==> config.mk <==
export PLATFORM = sky130hd
export DESIGN_NAME = gray_ptr_sync
export DESIGN_NICKNAME = d
export VERILOG_FILES = /design/src/rtl/gray_ptr_sync.sv
export SDC_FILE = /design/constraint.sdc
export NUM_CORES = 1
export LEC_CHECK = 0
export ABC_AREA = 1
export BUFFER_PORTS_ARGS = -buffer_cell sky130_fd_sc_hd__buf_2
export CORE_MARGIN = 1
export CORE_UTILIZATION = 35
export DETAILED_ROUTE_END_ITERATION = 8
export HOLD_SLACK_MARGIN = 0.12
export PLACE_DENSITY = 0.56
export SYNTH_ARGS = -nofsm -noshare
export SYNTH_HDL_FRONTEND = slang
export SYNTH_SLANG_ARGS = --single-unit
==> constraint.sdc <==
create_clock -name dst_clk -period 3.35 [get_ports dst_clk]
set_input_delay 0.335 -clock dst_clk [delete_from_list [all_inputs] [get_ports dst_clk]]
set_output_delay 0.335 -clock dst_clk [all_outputs]
set_load 0.05 [all_outputs]
==> src/rtl/gray_ptr_sync.sv <==
// Multi-stage synchroniser for a Gray-coded FIFO pointer, with registered
// Gray-to-binary conversion, per-cycle advance reporting and jump detection.
module gray_ptr_sync #(
  parameter int ADDR_WIDTH = 4,
  parameter int STAGES     = 2
) (
  input  logic                  dst_clk,
  input  logic                  rst_n,
  input  logic [ADDR_WIDTH:0]   ptr_gray,
  input  logic                  err_clr,
  output logic [ADDR_WIDTH:0]   ptr_gray_sync,
  output logic [ADDR_WIDTH:0]   ptr_bin_sync,
  output logic [ADDR_WIDTH:0]   ptr_delta,
  output logic                  ptr_upd,
  output logic                  err_jump,
  output logic                  sync_valid
);

  localparam int PW = ADDR_WIDTH + 1;
  localparam logic [ADDR_WIDTH:0] DEPTH      = {1'b1, {ADDR_WIDTH{1'b0}}};
  localparam logic [2:0]          FLUSH_LAST = 3'(STAGES + 1);

  generate
    if (STAGES < 2 || STAGES > 4) begin : g_bad_stages
      $error("gray_ptr_sync: STAGES must be in 2..4");
    end
  endgenerate

  logic [PW-1:0] stage [STAGES];
  logic [PW-1:0] bin_next;
  logic [PW-1:0] delta_next;
  logic [2:0]    flush_cnt;

  // NOTE: the synchroniser chain is a handful of flops, not a RAM, so every
  // stage takes the reset; all sequential state uses non-blocking assignment
  // so each stage samples its predecessor's pre-edge value.
  always_ff @(posedge dst_clk or negedge rst_n) begin
    if (!rst_n) begin
      for (int i = 0; i < STAGES; i++) stage[i] <= '0;
    end else begin
      stage[0] <= ptr_gray;
      for (int i = 1; i < STAGES; i++) stage[i] <= stage[i-1];
    end
  end

  assign ptr_gray_sync = stage[STAGES-1];

  // Bit i of the binary value is the XOR of all Gray bits at or above i.
  always_comb begin
    bin_next = '0;
    for (int i = 0; i < PW; i++) bin_next[i] = ^(stage[STAGES-1] >> i);
  end

  assign delta_next = bin_next - ptr_bin_sync;

  always_ff @(posedge dst_clk or negedge rst_n) begin
    if (!rst_n) begin
      ptr_bin_sync <= '0;
      ptr_delta    <= '0;
      ptr_upd      <= 1'b0;
      err_jump     <= 1'b0;
      sync_valid   <= 1'b0;
      flush_cnt    <= '0;
    end else begin
      ptr_bin_sync <= bin_next;

      // Until the chain has flushed, the stages may still hold reset zeros,
      // so advances seen in that window are not reported.
      if (sync_valid) begin
        ptr_delta <= delta_next;
        ptr_upd   <= (delta_next != '0);
      end else begin
        ptr_delta <= '0;
        ptr_upd   <= 1'b0;
      end

      if (sync_valid && (delta_next > DEPTH)) err_jump <= 1'b1;
      else if (err_clr)                       err_jump <= 1'b0;

      if (!sync_valid) begin
        flush_cnt <= flush_cnt + 3'd1;
        if (flush_cnt + 3'd1 == FLUSH_LAST) sync_valid <= 1'b1;
      end
    end
  end

endmodule

Word-level counts from Yosys, hierarchy flattened
Index checks and enable logic that the tools add are counted.
W data, S select, Z words.
- bits of input ports: 8
- bits in registers: 26
- word-level logic and storage cells: 26
- output and inout bits: 18
- magnitude comparators: 1
- equality and inequality tests: 1
- add/sub/neg operators: 2
- multiplexer cells: 6
- reduce and logical (&&, ||, !) cells: 8
- operators with widths (operator ; number):
    $reduce_xor A5 Y1 ; 5
    $gt A5 B5 Y1 const B ; 1
    $mux W1 ; 5
    $mux W5 ; 1
    $reduce_bool A5 Y1 ; 1
    $sub A5 B5 Y5 ; 1
    $add A3 B1 Y3 const B ; 1
    $eq A3 B2 Y1 const B ; 1
    $reduce_bool A2 Y1 ; 1
    $logic_and A1 B1 Y1 ; 1

Longest topological paths before layout
Gate-level depths: netlist of the first run.
- word-level depth: 5
- mapped depth: 14
- gate-level depth less buffers: 14

Worst setup path before layout of the first run
No wires, ideal clock.
- path type: reg-to-reg
- from: reg stage, in the netlist ptr_gray_sync[3]
- to: reg err_jump
- cell stages (with the launch flop): 15
- data arrival time: 2014 ps
- period minus slack after synthesis: 2131 ps
- path buffers: 0
- data required time: 3232 ps
- setup slack: 1219 ps
- library setup time: 118 ps
- cells stage by stage: dfrtp_1 xnor2_1 or2_1 nand3_2 nand2_2 inv_1 ha_1 inv_1 fa_1 inv_1 nand2_1 nor2_1 nand3_1 nand2_1 nand2_1
- word-level cells in the longest chain between the ends: 5
- elaborated cells on any way between the ends: 9
- those cells by class: add/sub (1); order compare (1); mux (1); reduce/logical (6)
- ends and longest elaborated chain (item ; RTL line ; source):
    start, declared ; 29 ; logic [PW-1:0] stage [STAGES];
    $reduce_xor A5 Y1 * ; 51 ; for (int i = 0; i < PW; i++) bin_next[i] = ^(stage[STAGES-1] >> i);
    net bin_next[0] ; 30 ; logic [PW-1:0] bin_next;
    $sub A5 B5 Y5 * ; 54 ; assign delta_next = bin_next - ptr_bin_sync;
    $gt A5 B5 Y1 * ; 77 ; if (sync_valid && (delta_next > DEPTH)) err_jump <= 1'b1;
    $logic_and A1 B1 Y1 * ; 77 ;
    $mux W1 or $reduce_bool A2 Y1 (tied branches) ; - ;
    end signal, assigned ; 61 ; err_jump <= 1'b0;
    end signal, assigned ; 77 ;
    end signal, assigned ; 78 ; else if (err_clr) err_jump <= 1'b0;
    end, declared ; 15 ; output logic err_jump,
The timed path passes the listed nets; every way through them passes the cells marked *.
A chain may end at the register's enable or synchronous reset.

Worst setup path in the final report of the first run
- from: reg stage, in the netlist ptr_gray_sync[3]
- to: reg ptr_upd
- word-level cells in the longest chain between the ends: 4
- elaborated cells on any way between the ends: 7
- those cells by class: add/sub (1); mux (1); reduce/logical (5)
- ends and longest elaborated chain (item ; RTL line ; source):
    $reduce_xor A5 Y1 ; 51 ;
    net bin_next[0] ; 30 ;
    $sub A5 B5 Y5 ; 54 ;
    $reduce_bool A5 Y1 ; 71 ; ptr_upd <= (delta_next != '0);
    $mux W1 ; 69 ; if (sync_valid) begin
    end signal, assigned ; 71 ;
    end, declared ; 14 ; output logic ptr_upd,
The timed path passes the listed nets, and every way through them passes these cells.

==> run summary, run 1 <==
Worst Path Max Fanout = 4
final net count = 150
DR vias = 735
Hold Path Class = in2reg
leakage = 0.724 nW
Routability Congestion = 0.763
ANT cells = 0
Synth Warn # = 0
Layout area overhead = 22.5%
RSZ-0062 raised after global routing = no
hold_ws = 229 ps
overflow left after global routing = 0
VDD IR-drop max = 0.277 mV
Cells after Synth = 105
Mapped Avg Cell Area = 10.6 µm²
Slew Limit Headroom = 62.5%
global-route usage over all layers = 11.4%
post-DP HPWL = 1250 µm
Util after Layout = 45.0%
Synth Net Count = 120
Pint = 0.564 mW
number of core rows = 20
number of global-route vias before repair = 716
CTS H-tree depth = 1
layout cells sized above 1 = 25.4%
cell area after synthesis = 0.00111 mm²
Starting Density = 36.7%
Post-DRT Antenna Nets = 0
TritonCTS buffer count = 3
# DRC = 0
Cell variety after synth = 19
combinational group share of total power = 36.3%
most frequent cells in the layout = dfrtp_1, buf_2, nand2_1
Achievable Freq = 426 MHz
Clock Skew = 1.14 ps
clock sink total = 26
CTS tree = yes
Resized cells post-CTS = 0
Net Switching = 0.352 mW
WP data arrival = 2570 ps
clock network power share = 23.1%
initial antenna violation count = 0
die area = 0.00341 mm²
Via density = 4.13
endpoints failing hold = 0
1st-pass router iterations = 4
largest net degree at the start of global routing = 27
Seq pwr share = 40.5%
worst-margin pin slew = 562 ps
worst path cell trace = xnor2_1 > or2_1 > nand3_2 > nand2_2 > inv_1 > ha_1 > inv_1 > fa_1 > inv_1 > nand2_1 > nor2_1 > nand3_1 > nand2_1 > nand2_1
1st-iter DRT viols = 5
Post-synth EDFFs = 0
Async S/R FF share, synth = 100%
filler instances = 301
Core Area = 0.00303 mm²
CP Launch Type = register
total of max-cap violations = 0
crit path max-delay cell type = dfrtp_1
setup_tns = 0 ps
final worst path period need = 2350 ps
Final Max Slew Viols = 0
Critical Path RT = 3580 ps
wire per inst = 9.55 µm
Post-synth top flop = dfrtp_1
Root Buffer = clkbuf_4
Die Span Y = 58.4 µm
PD cells = 672 mW/mm²
crit path kind = reg2reg
cts hold-fix bufs = 6
Setup Slack @ Placement = 1020 ps
Setup crit end kind = register
io pins = 26
period utilization = 70.0%
CTS Buffer Depth = 2
status = complete, no violations
flops & latches, synth = 26
WL final = 1700 µm
Seq/Total Area, Yosys = 58.5%
worst skew pair latency = 320 ps
setup ws final = 1000 ps
Worst path max stage delay = 440 ps
final setup fails = 0
postcts setup bufs = 0
commonest non-fill, non-tap cell in the layout = dfrtp_1
chip width = 58.4 µm
PortBufs = 25
first-pass GRT wire length = 2820 µm
design area = 0.00136 mm²
CTS clk-pin slew, worst paths = 140 ps
sw frac = 38.4%
Placement Cell Area = 0.00125 mm²
==> per-layer routing <==
layer  wire, µm  vias up  global-route usage (%)
met1        736      338                    10.7
met3        115        2                    5.05
li1           -      371                       -
met2        833       24                    21.5
met4         14        0                    4.08
met5          0        -                       0
==> per-stage QoR <==
step	power, mW	std cells
after floorplan	0.640	105
after global placement	0.706	168
after detailed placement	0.707	168
after CTS	0.928	178
after global routing	0.968	178
final	0.916	178
==> synthesized netlist by cell type (all sizes together), types with 2 or more instances <==
| library cell | instances | area share (%) |
|---|---|---|
| nor2 | 4 | 1.6 |
| xnor2 | 6 | 4.7 |
| or2 | 2 | 1.1 |
| dfrtp | 26 | 58 |
| a21oi | 5 | 2.2 |
| nand2 | 20 | 7.0 |
| buf | 6 | 3.8 |
| inv | 18 | 6.1 |
| nand3 | 7 | 4.0 |
| o21ai | 2 | 0.90 |
| ha | 6 | 6.7 |
==> state kept, by name, indices dropped and copies added, names as in the netlist <==
signal	flops
stage	5
ptr_upd	1
ptr_gray_sync	5
flush_cnt	3
ptr_delta	5
ptr_bin_sync	5
sync_valid	1
err_jump	1
==> layout make-up <==
class | instances | area (µm²) | area share, %
Timing Repair Buffer | 31 | 185 | 13.6
Clock buffer | 3 | 22.5 | 1.65
Clock inverter | 1 | 30.0 | 2.20
Multi-Input combinational cell | 55 | 352 | 25.8
Sequential cell | 26 | 651 | 47.8
Tap cell | 44 | 55.1 | 4.04
Inverter | 18 | 67.6 | 4.96
==> kinds of logic (layout without fill, tap and decap cells) <==
| logic type | after synthesis | count (layout) | synth area share, % |
|---|---|---|---|
| and+or+nand+nor | 33 | 33 | 13.7 |
| DFF | 26 | 26 | 58.5 |
| buffers and inverters | 24 | 53 | 9.90 |
| AOI/OAI and AO/OA | 8 | 8 | 3.82 |
| adders and majority gates | 7 | 7 | 8.55 |
| xor gates and xnor gates | 7 | 7 | 5.51 |
==> worst paths after layout <==
check	startpoint	to	slack (ps)	depth (start not counted)
max in group asynchronous	rst_n	ptr_gray_sync[4]	2460	2
setup reg to reg	ptr_gray_sync[3]	ptr_upd	1000	14
hold reg to reg	stage[7]	ptr_gray_sync[2]	360	0
min in group asynchronous	rst_n	ptr_bin_sync[1]	520	2
setup / recovery	ptr_gray_sync[3]	ptr_upd	1000	14
hold / removal	err_clr	err_jump	230	4
==> power groups by stage <==
stage	registers [mW]	logic, mW	clock network [mW]
floorplan	0.519	0.120	0
global placement	0.378	0.327	0
detailed placement	0.378	0.328	0
CTS	0.372	0.337	0.219
global route	0.377	0.359	0.232
finish	0.371	0.333	0.212
==> critical path: cells and delay by family (launching register included) <==
family                   cells  cell delay [ps]
buffers and inverters        3              210
adder cells (fa/ha/maj)      2              610
flip-flops                   1              440
XOR/XNOR                     1              320
AND/OR/NAND/NOR              8              680
Power figures use the tool's default switching activity.
==> inputs of run 2 (changes only) <==
Clock period 3.35 ns to 2.2 ns, I/O delays scaled along.
==> run summary, run 2 (synthesis gave the netlist of run 1 again) <==
Layout area overhead = 28.8%
ANT cells = 0
die area = 0.00341 mm²
io pins = 26
worst path cell trace = xnor2_2 > or2_1 > nand3_2 > nand2_2 > inv_2 > ha_4 > inv_2 > fa_2 > inv_2 > nand2_1 > nor2_1 > nand3_1 > nand2_1 > nand2_1
Post-DRT Antenna Nets = 0
total of max-cap violations = 0
chip width = 58.4 µm
leakage = 0.755 nW
number of global-route vias before repair = 719
hold path startpoint = stage[9]
Setup Slack @ Placement = -69.4 ps
Reg area = 652 µm²
VDD IR-drop max = 0.385 mV
CP Launch Type = register
Worst Path Max Fanout = 3
Placement Cell Area = 0.00126 mm²
# DRC = 0
Slew Limit Headroom = 62.9%
CTS Buffer Depth = 2
global-route usage over all layers = 12.1%
initial antenna violation count = 0
final net count = 158
crit path kind = reg2reg
Critical Path RT = 2420 ps
endpoints failing hold = 0
period utilization = 98.6%
worst-margin pin slew = 557 ps
Die Span Y = 58.4 µm
crit path max-delay cell type = dfrtp_2
PortBufs = 25
number of core rows = 20
wire per inst = 9.20 µm
worst skew pair latency = 310 ps
final setup fails = 0
worst r2r src = ptr_gray_sync[3]
clock sink total = 26
CTS H-tree depth = 1
Worst path max stage delay = 460 ps
DR vias = 756
most frequent cells in the layout = dfrtp_1, buf_2, nand2_1
Final Max Slew Viols = 0
Routability Congestion = 0.766
1st-iter DRT viols = 9
final worst path period need = 2170 ps
Starting Density = 36.7%
WP data arrival = 2390 ps
Achievable Freq = 461 MHz
filler instances = 307
CTS clk-pin slew, worst paths = 140 ps
Core Area = 0.00303 mm²
crit path launch = ptr_gray_sync[3]
design area = 0.00143 mm²
Setup crit end kind = register
largest net degree at the start of global routing = 27
layout cells sized above 1 = 33.8%
status = complete, no violations
WL final = 1710 µm
first-pass GRT wire length = 3020 µm
setup ws final = 31.0 ps
CTS tree = yes
dpl cells = 170
Clock Skew = 7.80 ps
non-filler cells, final = 186
TritonCTS buffer count = 3
RSZ-0062 raised after global routing = yes
Via density = 4.06
overflow left after global routing = 0
PD cells = 938 mW/mm²
post-DP HPWL = 1240 µm
area occupied by multi-input gates = 374 µm²
Root Buffer = clkbuf_4
1st-pass router iterations = 2
Hold Path Class = reg2reg
run 2: cell count changes in the layout (fill, tap and decap cells not counted), sizes merged:
| cell | change |
|---|---|
| buf | +7 |
| bufinv | -1 |
| clkbuf | +1 |
| dlygate4sd3 | +1 |
run 2: final timing paths:
kind | endpoint | slack [ps] | cells after the start
min reg2reg | ptr_gray_sync[4] | 350 | 0
max in group asynchronous | ptr_gray_sync[3] | 1400 | 2
max | err_jump | 30 | 14
min in group asynchronous | ptr_bin_sync[0] | 400 | 2
max reg2reg | err_jump | 30 | 14
min | ptr_gray_sync[4] | 350 | 0
run 2: power by group:
| part | internal (mW) | leakage (nW) | switching (mW) |
|---|---|---|---|
| Clock | 0.101 | 0.0210 | 0.133 |
| Sequential | 0.544 | 0.292 | 0.0239 |
| Combinational | 0.158 | 0.442 | 0.384 |
run 2: stage by stage:
stage	hold WS (ps)	power [mW]	utilization [%]	TNS (ps)
after floorplan	-75.6	0.974	-	0
after global placement	237	1.08	41.8	-37.2
after detailed placement	248	1.08	41.8	-131
after CTS	361	1.36	46.8	-32.2
after global routing	365	1.44	47.3	-243
final	355	1.34	47.3	0
run 2: repair_timing:
| action | CTS | global route |
|---|---|---|
| pin swaps | 7 | 6 |
| hold endpoints to repair | 32 | 0 |
| endpoints found under the setup margin | 2 | 3 |
| hold buffers | 7 | 0 |
| setup buffers | 3 | 2 |
| resized for setup | 6 | 2 |
run 2: per-layer routing:
| metal | share of wire [%] | wire [µm] | GRT usage [%] |
|---|---|---|---|
| met1 | 44 | 749 | 13.6 |
| met2 | 51 | 872 | 21.3 |
| met5 | 0 | 0 | 0 |
| met4 | 0.47 | 8 | 6.12 |
| met3 | 4.7 | 81 | 3.08 |
run 2: critical path: cells and delay by family (launching register included):
kind	cells	cell delay [ps]
fa+ha+maj	2	590
flops	1	460
simple gates	8	650
xor+xnor	1	200
buf+inv	3	160
run 2: final cells by class:
cell class                 instances  share of cell area, %
tap                               44                   3.84
inverter                          18                   4.72
timing repair buffer              39                   17.3
sequential                        26                   45.5
clock buffer                       4                   2.53
multi-input combinational         55                   26.1
==> inputs of run 3 (changes only) <==
Settings changed: PLACE_DENSITY 0.56 to 0.58.
==> run summary, run 3 (synthesis gave the netlist of run 1 again) <==
status = complete, but fails checks
failing checks = setup timing
WP buf/inv = 2
WL final = 1730 µm
largest net degree at the start of global routing = 27
leakage = 0.757 nW
1st-iter DRT viols = 13
worst skew pair latency = 310 ps
CP delay by family, top = simple AND/OR/NAND/NOR gates
io pins = 26
number of global-route vias before repair = 657
worst-margin pin slew = 559 ps
WP data arrival = 2450 ps
Post-DRT Antenna Nets = 0
clock sink total = 26
CTS H-tree depth = 1
global-route usage over all layers = 10.9%
RSZ-0062 raised after global routing = yes
1st-pass router iterations = 4
Worst Path Max Fanout = 3
final worst path period need = 2230 ps
final setup fails = 2
setup_tns = -40.9 ps
hold_ws = 364 ps
CP Launch Type = register
final net count = 156
Final Max Slew Viols = 0
Critical Path RT = 2420 ps
ANT cells = 0
total of max-cap violations = 0
Routability Congestion = 0.801
CTS clk-pin slew, worst paths = 130 ps
worst path cell trace = xnor2_2 > or2_1 > nand3_2 > nand2_2 > inv_2 > ha_4 > inv_2 > fa_2 > xor2_2 > nor2_1 > nand3_1 > nand2_1 > nand2_1
Clock Skew = 1.77 ps
crit path kind = reg2reg
setup ws final = -25.1 ps
DR vias = 753
VDD IR-drop max = 0.417 mV
die area = 0.00341 mm²
overflow left after global routing = 0
chip width = 58.4 µm
initial antenna violation count = 0
crit path max-delay cell type = dfrtp_1
wire per inst = 9.38 µm
Worst path max stage delay = 450 ps
Starting Density = 36.7%
Root Buffer = clkbuf_4
post-DP HPWL = 1250 µm
TritonCTS buffer count = 3
number of core rows = 20
Achievable Freq = 449 MHz
Setup crit end kind = register
first-pass GRT wire length = 2750 µm
CTS Buffer Depth = 2
Core Area = 0.00303 mm²
layout cells sized above 1 = 32.1%
PortBufs = 25
filler instances = 296
Layout area overhead = 29.5%
commonest non-fill, non-tap cell in the layout = dfrtp_1
Die Span Y = 58.4 µm
period utilization = 101%
Via density = 4.09
PD cells = 992 mW/mm²
CTS tree = yes
endpoints failing hold = 0
Slew Limit Headroom = 62.8%
most frequent cells in the layout = dfrtp_1, buf_2, nand2_1
Hold Path Class = reg2reg
# DRC = 0
==> run 3: power breakdown <==
part | internal, mW | switching, mW
clock | 0.184 | 0.136
sequential | 0.544 | 0.0236
combinational | 0.155 | 0.387
==> run 3: worst register-to-register path, cell delays in order, from the launching register on <==
cell and delay [ps]:
dfrtp_1 450, xnor2_2 170, or2_1 250, nand3_2 70
nand2_2 60, inv_2 60, ha_4 120, inv_2 40
fa_2 410, xor2_2 160, nor2_1 120, nand3_1 100
nand2_1 70, nand2_1 50
==> run 3: final cells by class <==
cell class	count	area [µm²]	share of cell area [%]
Inverter	18	67.6	4.69
Clock buffer	3	22.5	1.56
Sequential cell	26	651	45.2
Clock inverter	1	30.0	2.09
Timing Repair Buffer	37	233	16.2
Tap cell	44	55.1	3.82
Multi-Input combinational cell	55	382	26.5
==> run 3: layer usage <==
layer	routed length [µm]	vias to the layer above	track usage (%)
met4	16	0	5.10
li1	-	385	-
met2	853	20	16.9
met3	87	2	3.74
met1	769	346	13.8
met5	0	-	0
==> run 3: repair_timing <==
item	4_1_cts	5_1_grt
setup buffers	0	3
pin swaps	3	8
endpoints found under the setup margin	2	2
endpoints found under the hold margin	32	0
hold buffers	7	0
resized for setup	3	4
==> run 3: final timing paths <==
check | start | to | slack, ps | cells past startpoint
max | ptr_gray_sync[3] | ptr_upd | -30 | 13
min | stage[5] | ptr_gray_sync[0] | 360 | 0
max reg2reg | ptr_gray_sync[3] | ptr_upd | -30 | 13
min reg2reg | stage[5] | ptr_gray_sync[0] | 360 | 0
max in group asynchronous | rst_n | flush_cnt[2] | 1430 | 2
min in group asynchronous | rst_n | ptr_bin_sync[3] | 410 | 2
==> run 3: per-stage QoR <==
step	total power [mW]	area, µm²	std cells	util [%]	setup slack (ps)
floorplan	0.974	1110	105	-	68.7
global placement	1.08	1260	170	41.8	73.8
detailed placement	1.08	1260	170	41.8	-30.7
CTS	1.43	1400	181	46.2	5.06
global route	1.51	1440	184	47.6	-198
finish	1.43	1440	184	47.6	-25.1
